===== src/rtl/cpu_controller.sv =====
// -----------------------------------------------------------------------------
// cpu_controller
//
// Eight-phase instruction sequencer for the basic CPU. A 3-bit phase counter
// walks through fetch (phases 0-3) and execute (phases 4-7). The control
// strobes are decoded from the phase, the opcode and the ALU zero flag. They
// steer the address mux, memory, instruction register, accumulator and
// program counter. HLT parks the sequencer in phase 4. A resume pulse
// restarts it from phase 0, but only when RESUME_EN=1.
//
// Parameters:
//   RESUME_EN - 1: resume leaves HALTED; 0: only reset leaves HALTED
//
// Ports:
//   clk     in   system clock, all state changes on posedge
//   rst     in   synchronous reset, active-low
//   opcode  in   [2:0] opcode (HLT,SKZ,ADD,AND,XOR,LDA,STO,JMP = 0..7)
//   zero    in   accumulator-zero flag from the ALU
//   resume  in   single-cycle pulse that restarts execution from HALTED
//   sel     out  address mux select (1 = PC, 0 = IR operand field)
//   rd      out  memory read enable
//   ld_ir   out  instruction register load
//   halt    out  processor halted indicator
//   inc_pc  out  program counter increment
//   ld_ac   out  accumulator load
//   ld_pc   out  program counter load (jump)
//   wr      out  memory write strobe
//   data_e  out  accumulator-to-data-bus drive enable
//   phase   out  [2:0] current phase, holds 4 while halted
// -----------------------------------------------------------------------------
module cpu_controller #(
    parameter bit RESUME_EN = 1'b1
) (
    input  logic       clk,
    input  logic       rst,
    input  logic [2:0] opcode,
    input  logic       zero,
    input  logic       resume,
    output logic       sel,
    output logic       rd,
    output logic       ld_ir,
    output logic       halt,
    output logic       inc_pc,
    output logic       ld_ac,
    output logic       ld_pc,
    output logic       wr,
    output logic       data_e,
    output logic [2:0] phase
);

    typedef enum logic [2:0] {
        PH_INST_ADDR  = 3'd0,
        PH_INST_FETCH = 3'd1,
        PH_INST_LOAD  = 3'd2,
        PH_IDLE       = 3'd3,
        PH_OP_ADDR    = 3'd4,
        PH_OP_FETCH   = 3'd5,
        PH_ALU_OP     = 3'd6,
        PH_STORE      = 3'd7
    } phase_e;

    localparam logic [2:0] OP_HLT = 3'd0;
    localparam logic [2:0] OP_SKZ = 3'd1;
    localparam logic [2:0] OP_ADD = 3'd2;
    localparam logic [2:0] OP_AND = 3'd3;
    localparam logic [2:0] OP_XOR = 3'd4;
    localparam logic [2:0] OP_LDA = 3'd5;
    localparam logic [2:0] OP_STO = 3'd6;
    localparam logic [2:0] OP_JMP = 3'd7;

    phase_e     r_phase;
    logic       r_halted;
    phase_e     w_phase_nxt;
    logic       w_halted_nxt;
    logic [2:0] w_phase_inc;
    logic       w_aluop;
    logic       w_is_hlt;
    logic       w_is_skz;
    logic       w_is_sto;
    logic       w_is_jmp;

    // Opcode classification shared by next-state and output decode
    assign w_aluop     = (opcode == OP_ADD) || (opcode == OP_AND) ||
                         (opcode == OP_XOR) || (opcode == OP_LDA);
    assign w_is_hlt    = (opcode == OP_HLT);
    assign w_is_skz    = (opcode == OP_SKZ);
    assign w_is_sto    = (opcode == OP_STO);
    assign w_is_jmp    = (opcode == OP_JMP);
    assign w_phase_inc = r_phase + 3'd1;

    // Phase and halted-flag registers with synchronous active-low reset
    always_ff @(posedge clk) begin
        if (!rst) begin
            r_phase  <= PH_INST_ADDR;
            r_halted <= 1'b0;
        end else begin
            r_phase  <= w_phase_nxt;
            r_halted <= w_halted_nxt;
        end
    end

    // Next-state logic: advance, enter HALTED on HLT, or leave it on resume
    always_comb begin
        w_phase_nxt  = r_phase;
        w_halted_nxt = r_halted;
        if (r_halted) begin
            if (RESUME_EN && resume) begin
                w_halted_nxt = 1'b0;
                w_phase_nxt  = PH_INST_ADDR;
            end else begin
                w_halted_nxt = 1'b1;
                w_phase_nxt  = PH_OP_ADDR;
            end
        end else if ((r_phase == PH_OP_ADDR) && w_is_hlt) begin
            // Resume in the entry cycle has no effect: the flag is not yet set.
            w_halted_nxt = 1'b1;
            w_phase_nxt  = PH_OP_ADDR;
        end else begin
            w_halted_nxt = 1'b0;
            w_phase_nxt  = phase_e'(w_phase_inc);
        end
    end

    // Output decode from phase, opcode, zero and halted flag
    always_comb begin
        sel    = 1'b0;
        rd     = 1'b0;
        ld_ir  = 1'b0;
        halt   = 1'b0;
        inc_pc = 1'b0;
        ld_ac  = 1'b0;
        ld_pc  = 1'b0;
        wr     = 1'b0;
        data_e = 1'b0;
        phase  = r_phase;
        if (r_halted) begin
            halt = 1'b1;
        end else begin
            case (r_phase)
                PH_INST_ADDR: begin
                    sel = 1'b1;
                end
                PH_INST_FETCH: begin
                    sel = 1'b1;
                    rd  = 1'b1;
                end
                PH_INST_LOAD, PH_IDLE: begin
                    sel   = 1'b1;
                    rd    = 1'b1;
                    ld_ir = 1'b1;
                end
                PH_OP_ADDR: begin
                    // PC steps past every opcode here, HLT included, so a
                    // later resume refetches the following instruction.
                    inc_pc = 1'b1;
                    halt   = w_is_hlt;
                end
                PH_OP_FETCH: begin
                    rd = w_aluop;
                end
                PH_ALU_OP: begin
                    rd     = w_aluop;
                    inc_pc = w_is_skz && zero;
                    ld_pc  = w_is_jmp;
                    data_e = w_is_sto;
                end
                PH_STORE: begin
                    rd     = w_aluop;
                    ld_ac  = w_aluop;
                    ld_pc  = w_is_jmp;
                    data_e = w_is_sto;
                    wr     = w_is_sto;
                end
                default: begin
                    sel = 1'b0;
                end
            endcase
        end
    end

endmodule


===== config.mk =====
export PLATFORM = sky130hd
export DESIGN_NAME = cpu_controller
export DESIGN_NICKNAME = d
export VERILOG_FILES = /design/src/rtl/cpu_controller.sv
export SDC_FILE = /design/constraint.sdc
export NUM_CORES = 1
export LEC_CHECK = 0
export CAP_MARGIN = 20
export CORE_AREA = 4 4 41 43
export DETAILED_ROUTE_END_ITERATION = 10
export DIE_AREA = 0 0 45 47
export PLACE_DENSITY = 0.66
export SYNTH_ARGS = -nofsm -noshare
export SYNTH_HDL_FRONTEND = slang
export SYNTH_SLANG_ARGS = --single-unit
export TNS_END_PERCENT = 100

===== constraint.sdc =====
create_clock -name clk -period 1.8 [get_ports clk]
set_clock_uncertainty 0.2 [all_clocks]
set_input_delay 0.18 -clock clk [delete_from_list [all_inputs] [get_ports clk]]
set_output_delay 0.18 -clock clk [all_outputs]
set_load 0.02 [all_outputs]

# Word level (Yosys, flattened, before mapping)
# Index checks and enable logic that the tools add are counted.
# totals
output_inout_bits	12
reg_bits	4
wordCells	53
inputBits	7
# classes
reduce_logical	12
mux	24
eq_ne	14
n_addsub	1
# op_table
cell	count
$eq A3 B3 Y1 const B	8
$mux W1	19
$eq A3 B2 Y1 const B	4
$mux W3	3
$eq A3 B1 Y1 const B	2
$logic_not A3 Y1	2
$reduce_or A3 Y1	2
$pmux W1 S2	2
$reduce_or A2 Y1	2
$reduce_or A4 Y1	1
$add A3 B1 Y3 const B	1
$logic_or A1 B1 Y1	3
$logic_and A1 B1 Y1	2

# Longest topological paths before layout
# Gate-level depths: netlist (run 1).
# logic_depth
ltp_word	6
mapped_depth	5
depth_no_buf	5

# Least setup slack after synthesis (run 1)
# No wires, ideal clock.
# synth_timing
path_type	register -> output
from	register r_phase[1], in the netlist phase[1]
to	output rd
slack_ns	0.040
required_time_ns	1.420
arrival_time_ns	1.380
path_stages_with_launch	5
path_buffers	0
cell_sequence	dfxtp_1 > ha_1 > ha_1 > o21ba_2 > o22ai_1
# synth_via
elab_chain_cells	4
word_cells_on_any_way	10
classes_between	eq/ne (6); mux (2); reduce/logical (2)
# synth_rtl
element	line	text
start, declared	71	phase_e r_phase;
start signal, assigned	97	r_phase <= w_phase_nxt;
$eq A3 B3 Y1 (tied with other cells)	139	case (r_phase)
$reduce_or A3 Y1 (no source line)	n/a	
$pmux W1 S2 (*)	139	
$mux W1 (*)	136	if (r_halted) begin
end, declared	40	output logic rd,
# Every way passes the cells marked *; elsewhere a longest branch is shown, timed or not.

# Worst setup path in the final report (run 1)
# layout_timing
from	register r_phase[0], in the netlist phase[0]
to	output rd
# The elaborated chain is that of the path after synthesis.

==> results.py, run 1 <==
metrics = {
    "routing": {
        "vias": 462,
        "drtIter0Drc": 2,
        "wirelength_um": 1130,
        "routed_via_density": 4.81,
        "dr.pass1.iters": 3,
        "drc_errors": 0,
        "drtAntennaViolNets": 0,
        "wl_per_cell_um": 11.8,
    },
    "floorplan": {
        "core_um2": 1300,
        "die_area_um2": 2120,
        "die_y_um": 47,
        "chipWidth_um": 45,
        "ios": 19,
        "num_rows": 13,
        "initial_utilization_pct": 26.8,
    },
    "hold_path": {
        "hold_class": "in -> reg",
    },
    "power_and_ir_drop": {
        "ir_worst_vdd_uv": 277,
        "power_uw": 383,
        "p_per_area_nw_per_um2": 551,
        "p_leak_uw": 0.000308,
    },
    "worst_setup_path": {
        "timing.critical_path.from": "phase[0]",
        "critical_path.max_fanout": 4,
        "path_depth": 5,
        "slowest_stage": "dfxtp_2",
        "crit_path_start_kind": "flip-flop",
        "crit_path_end": "rd",
        "worst_r2r_endpoint": "phase[1]",
        "cp_data_arrival_time_ns": 1.38,
        "cp_slowest_stage_delay_ns": 0.37,
        "cp_top_family": "flip-flops",
        "crit_buf_inv": 1,
        "r2r_cells": 4,
        "path_cells": "ha_4 -> ha_2 -> o21ba_2 -> o22ai_1 -> buf_4",
        "worstSetupPathType": "reg -> out",
        "reg2reg_slack_ns": 0.40,
        "required_ns": 1.42,
        "r2r-start": "phase[2]",
        "critPathCaptureType": "output port",
    },
    "layout": {
        "diodes": 0,
        "fin_nets": 96,
        "final_util_pct": 53.5,
        "final_layout_size_suffix_gt1_share_pct": 49.4,
        "area_delta_synth_final_pct": 99.3,
    },
    "timing": {
        "period_share_pct": 97.6,
        "report.final.slew_viol_count": 0,
        "setup-violations-final": 0,
        "slew_headroom_pct": 83.5,
        "fmax_ghz": 0.569,
        "grt_setup_unrepaired": "true",
        "finalHoldViolCount": 0,
        "tightest_slew_ns": 0.246,
        "timing.final.crit_period_ns": 1.76,
    },
    "synth": {
        "synth-simple-area-share_pct": 34.1,
        "muxShareOfSynthArea_pct": 0,
        "synth_top_family_by_area": "simple AND/OR/NAND/NOR gates",
        "syn_inst": 46,
        "ys_warn_count": 0,
        "synthArstFlopShare_pct": 0,
        "synth_cell_types": 19,
        "synth-edff-count": 0,
        "synthAdderAreaFrac_pct": 21.5,
        "synthXorXnorAreaFrac_pct": 2.51,
        "ys_seq_area_share_pct": 22.9,
        "ys_ff_latch": 4,
        "avgSynthCellArea_um2": 7.59,
        "syn_area_um2": 349,
        "synthFlopType": "dfxtp_1",
        "synth_compound_area_share_pct": 14.7,
        "syn_nets": 59,
    },
    "cts": {
        "cts_tree": "built",
        "htree_levels": 1,
        "cts-root-buf": "clkbuf_4",
        "path_clk_slew_ns": 0.04,
        "cts_sinks": 4,
        "cts_hold_buf": 0,
        "clockBufferDepth": 2,
        "worst_skew_pair.late_latency_ns": 0.23,
        "cts_made_buffers": 3,
    },
    "global_route": {
        "grt_usage_pct": 11.6,
        "antenna_found_initial": 0,
        "grt_pass1_wl_um": 1740,
        "grt_max_degree": 7,
        "overflow": 0,
        "grt_pass1_vias": 467,
    },
    "run_status": {
        "outcome": "complete, no violations",
    },
    "place": {
        "gp_congestion": 0.753,
        "place_hpwl_um": 835,
        "port_buffers": 18,
    },
    "job": {
        "maxCapViolCount": 0,
    },
}
-- timing repair --
action	4_1_cts	5_1_grt
setup buffers	1	1
resized for setup	33	18
pin swaps	1	1
setup endpoints to repair	9	8
-- layer usage --
metal  global-route usage (%)  vias to the layer above  part of all wire, %  wire (um)
met5                        0                        -                    0          0
met4                     7.02                        0                 0.89         10
met3                     3.83                        2                  7.6         86
met2                     20.9                       16                   52        585
met1                     11.6                      210                   40        447
li1                         -                      234                    -          -
-- stage by stage --
step           TNS (ns)  hold WS, ns  worst slack [ns]  area (um2)  instances
2_1_floorplan         0       0.0757            0.0403         349         46
3_3_place_gp      -2.06        0.401            -0.356         638         91
3_5_place_dp      -2.07        0.411            -0.365         638         91
4_1_cts         -0.0495        0.318           -0.0495         647         95
5_1_grt         -0.0831        0.359           -0.0546         696         96
6_report              0        0.324            0.0429         696         96
-- kinds of logic after synthesis --
kind of cell / count (synthesis)
AOI/OAI and AO/OA: 8
xor gates and xnor gates: 1
adders and majority gates: 6
buffers and inverters: 4
DFF: 4
and+or+nand+nor: 23
-- synthesized netlist by cell type, drive strengths merged, types with 2 or more instances --
cell type,number,share of area [%]
nand2,8,8.6
ha,6,22
nor2,5,5.4
dfxtp,4,23
inv,4,4.3
nor3,4,5.7
o21ai,3,4.3
and4,2,5.0
-- placed cells by master, fill, tap and decap left out, types with 2 or more instances in the layout --
master           instances
buf_4                   15
clkdlybuf4s50_1          9
nand2_1                  8
buf_2                    5
nor2_1                   4
ha_2                     4
nor3_1                   3
clkbuf_4                 3
inv_2                    2
inv_1                    2
o21ai_0                  2
and4_1                   2
dfxtp_2                  2
-- cell type report --
cell class                 count  area [um2]
timing repair buffer          32         253
sequential                     4        86.3
clock buffer                   3        22.5
fill                         140         606
inverter                       4        15.0
multi-input combinational     38         300
tap                           15        18.8
-- worst min-delay path by stage --
stage	depth (start not counted)	from	endpoint
after floorplan	1	resume	r_halted
after global placement	3	r_halted	r_halted
after detailed placement	3	r_halted	r_halted
after CTS	2	resume	r_halted
after global routing	2	resume	r_halted
final	2	resume	r_halted
-- power breakdown --
group	internal, uW	switching, uW
Sequential	97.3	11.5
Clock	74.4	34.9
Combinational	85.8	79.4
-- sequential cells by signal, indices dropped and copies added, names as in the netlist --
register / count
r_halted: 1
phase: 3
(Power assumes the default switching activity.)
==> run 2, diff against run 1 <==
--- a/config.mk
+++ b/config.mk
@@ -6,9 +6,9 @@
 export NUM_CORES = 1
 export LEC_CHECK = 0
 export CAP_MARGIN = 20
-export CORE_AREA = 4 4 41 43
+export CORE_AREA = 2 2 39 41
 export DETAILED_ROUTE_END_ITERATION = 10
-export DIE_AREA = 0 0 45 47
+export DIE_AREA = 0 0 41 43
 export PLACE_DENSITY = 0.66
 export SYNTH_ARGS = -nofsm -noshare
 export SYNTH_HDL_FRONTEND = slang
==> results.py, run 2 (synthesis results as in run 1) <==
metrics = {
    "run_status": {
        "outcome": "complete, no violations",
    },
    "routing": {
        "drc_errors": 0,
        "routed_via_density": 4.72,
        "vias": 453,
        "dr.pass1.iters": 4,
        "drtAntennaViolNets": 0,
        "wirelength_um": 1060,
        "wl_per_cell_um": 11.1,
        "drtIter0Drc": 9,
    },
    "layout": {
        "final_common_cell": "buf_4",
        "final_util_pct": 49.5,
        "area_delta_synth_final_pct": 96.1,
        "final_cells": 96,
        "diodes": 0,
        "fillers": 145,
        "final_layout_size_suffix_gt1_share_pct": 40.0,
        "fin_nets": 95,
        "final_cell_mix": "buf_4, nand2_1, clkdlybuf4s50_1",
        "largest_reg_flops": 3,
    },
    "cts": {
        "htree_levels": 1,
        "cts-root-buf": "clkbuf_4",
        "clockBufferDepth": 2,
        "path_clk_slew_ns": 0.04,
        "cts_sinks": 4,
        "cts_made_buffers": 3,
        "worst_skew_pair.late_latency_ns": 0.23,
        "cts_tree": "built",
    },
    "floorplan": {
        "ios": 19,
        "die_y_um": 43,
        "die_area_um2": 1760,
        "initial_utilization_pct": 25.2,
        "core_um2": 1380,
        "chipWidth_um": 41,
        "num_rows": 14,
    },
    "job": {
        "maxCapViolCount": 0,
    },
    "power_and_ir_drop": {
        "p_per_area_nw_per_um2": 556,
        "p_leak_uw": 0.000331,
        "ir_worst_vdd_uv": 275,
        "power_uw": 380,
    },
    "timing": {
        "setup-violations-final": 0,
        "fmax_ghz": 0.566,
        "timing.final.crit_period_ns": 1.77,
        "finalHoldViolCount": 0,
        "grt_setup_unrepaired": "true",
        "slew_headroom_pct": 83.5,
        "report.final.slew_viol_count": 0,
        "fin_ws_ns": 0.0346,
        "tightest_slew_ns": 0.247,
        "fin_tns_setup_ns": 0,
        "period_share_pct": 98.1,
    },
    "worst_setup_path": {
        "required_ns": 1.42,
        "cp_top_family": "adder cells",
        "critPathCaptureType": "output port",
        "slowest_stage": "dfxtp_4",
        "r2r-start": "phase[2]",
        "critical_path.max_fanout": 4,
        "crit_top_cell": "ha_2",
        "path_cells": "ha_2 -> ha_2 -> o21ba_2 -> o22ai_2 -> buf_6",
        "cp_data_arrival_time_ns": 1.39,
        "cp_slowest_stage_delay_ns": 0.35,
        "timing.critical_path.from": "phase[0]",
        "worstSetupPathType": "reg -> out",
        "crit_buf_inv": 1,
        "crit_path_start_kind": "flip-flop",
    },
    "place": {
        "gp_congestion": 0.676,
        "place_hpwl_um": 832,
        "port_buffers": 18,
        "pre_cts_slack_ns": -0.362,
        "placed_cells": 92,
    },
    "global_route": {
        "grt_pass1_vias": 392,
        "grt_max_degree": 7,
        "antenna_found_initial": 0,
        "grt_usage_pct": 13.2,
        "overflow": 0,
        "grt_pass1_wl_um": 1570,
    },
    "hold_path": {
        "hold_class": "in -> reg",
        "hold_start": "opcode[2]",
    },
}
run 2: cell count changes in the layout (fill, tap and decap cells not counted), moves of 2 or more:
cell             change
buf_4                -2
clkdlybuf4s50_1      -3
dlymetal6s2s_1       +3
ha_1                 +3
ha_2                 -2
run 2: final timing paths:
check             endpoint  slack [ns]  cells after the start
setup / recovery        rd        0.03                      5
hold / removal    phase[2]        0.28                      5
setup reg to reg  phase[1]        0.42                      4
hold reg to reg   r_halted        0.31                      2
run 2: worst reg2reg max path, delay by kind of cell, from the launching register on:
kind / cells / cell delay [ns]
flip-flops: 1 / 0.37
AND/OR/NAND/NOR: 3 / 0.55
buffers and inverters: 1 / 0.15
run 2: stage by stage:
| stage | hold slack, ns | area, um2 |
|---|---|---|
| floorplan | 0.0757 | 349 |
| global placement | 0.295 | 639 |
| detailed placement | 0.302 | 639 |
| CTS | 0.307 | 654 |
| global route | 0.309 | 684 |
| finish | 0.281 | 684 |
run 2: timing repair:
action	in CTS	in global routing
endpoints found under the setup margin	9	8
pin swaps	1	2
resized for setup	32	14
hold buffers	0	0
setup buffers	1	0
run 2: per-layer routing:
layer | track usage [%] | up-vias | routed length (um)
li1 | - | 232 | -
met1 | 15.7 | 205 | 476
met2 | 20.3 | 16 | 523
met3 | 1.57 | 0 | 62
met4 | 10.0 | 0 | 0
met5 | 0 | - | 0
run 2: cell type report:
| type | count | area (um2) | area share (%) |
|---|---|---|---|
| repair buffers | 31 | 267 | 38.9 |
| clock buffers | 3 | 22.5 | 3.29 |
| flip-flops and latches | 4 | 86.3 | 12.6 |
| multi-input cells | 38 | 274 | 40.0 |
| inverters | 4 | 15.0 | 2.19 |
| well taps | 16 | 20.0 | 2.93 |
run 2: where the power goes:
part,switching [uW],internal [uW]
clock,34.0,74.4
sequential,8.70,96.7
combinational,80.4,86.2
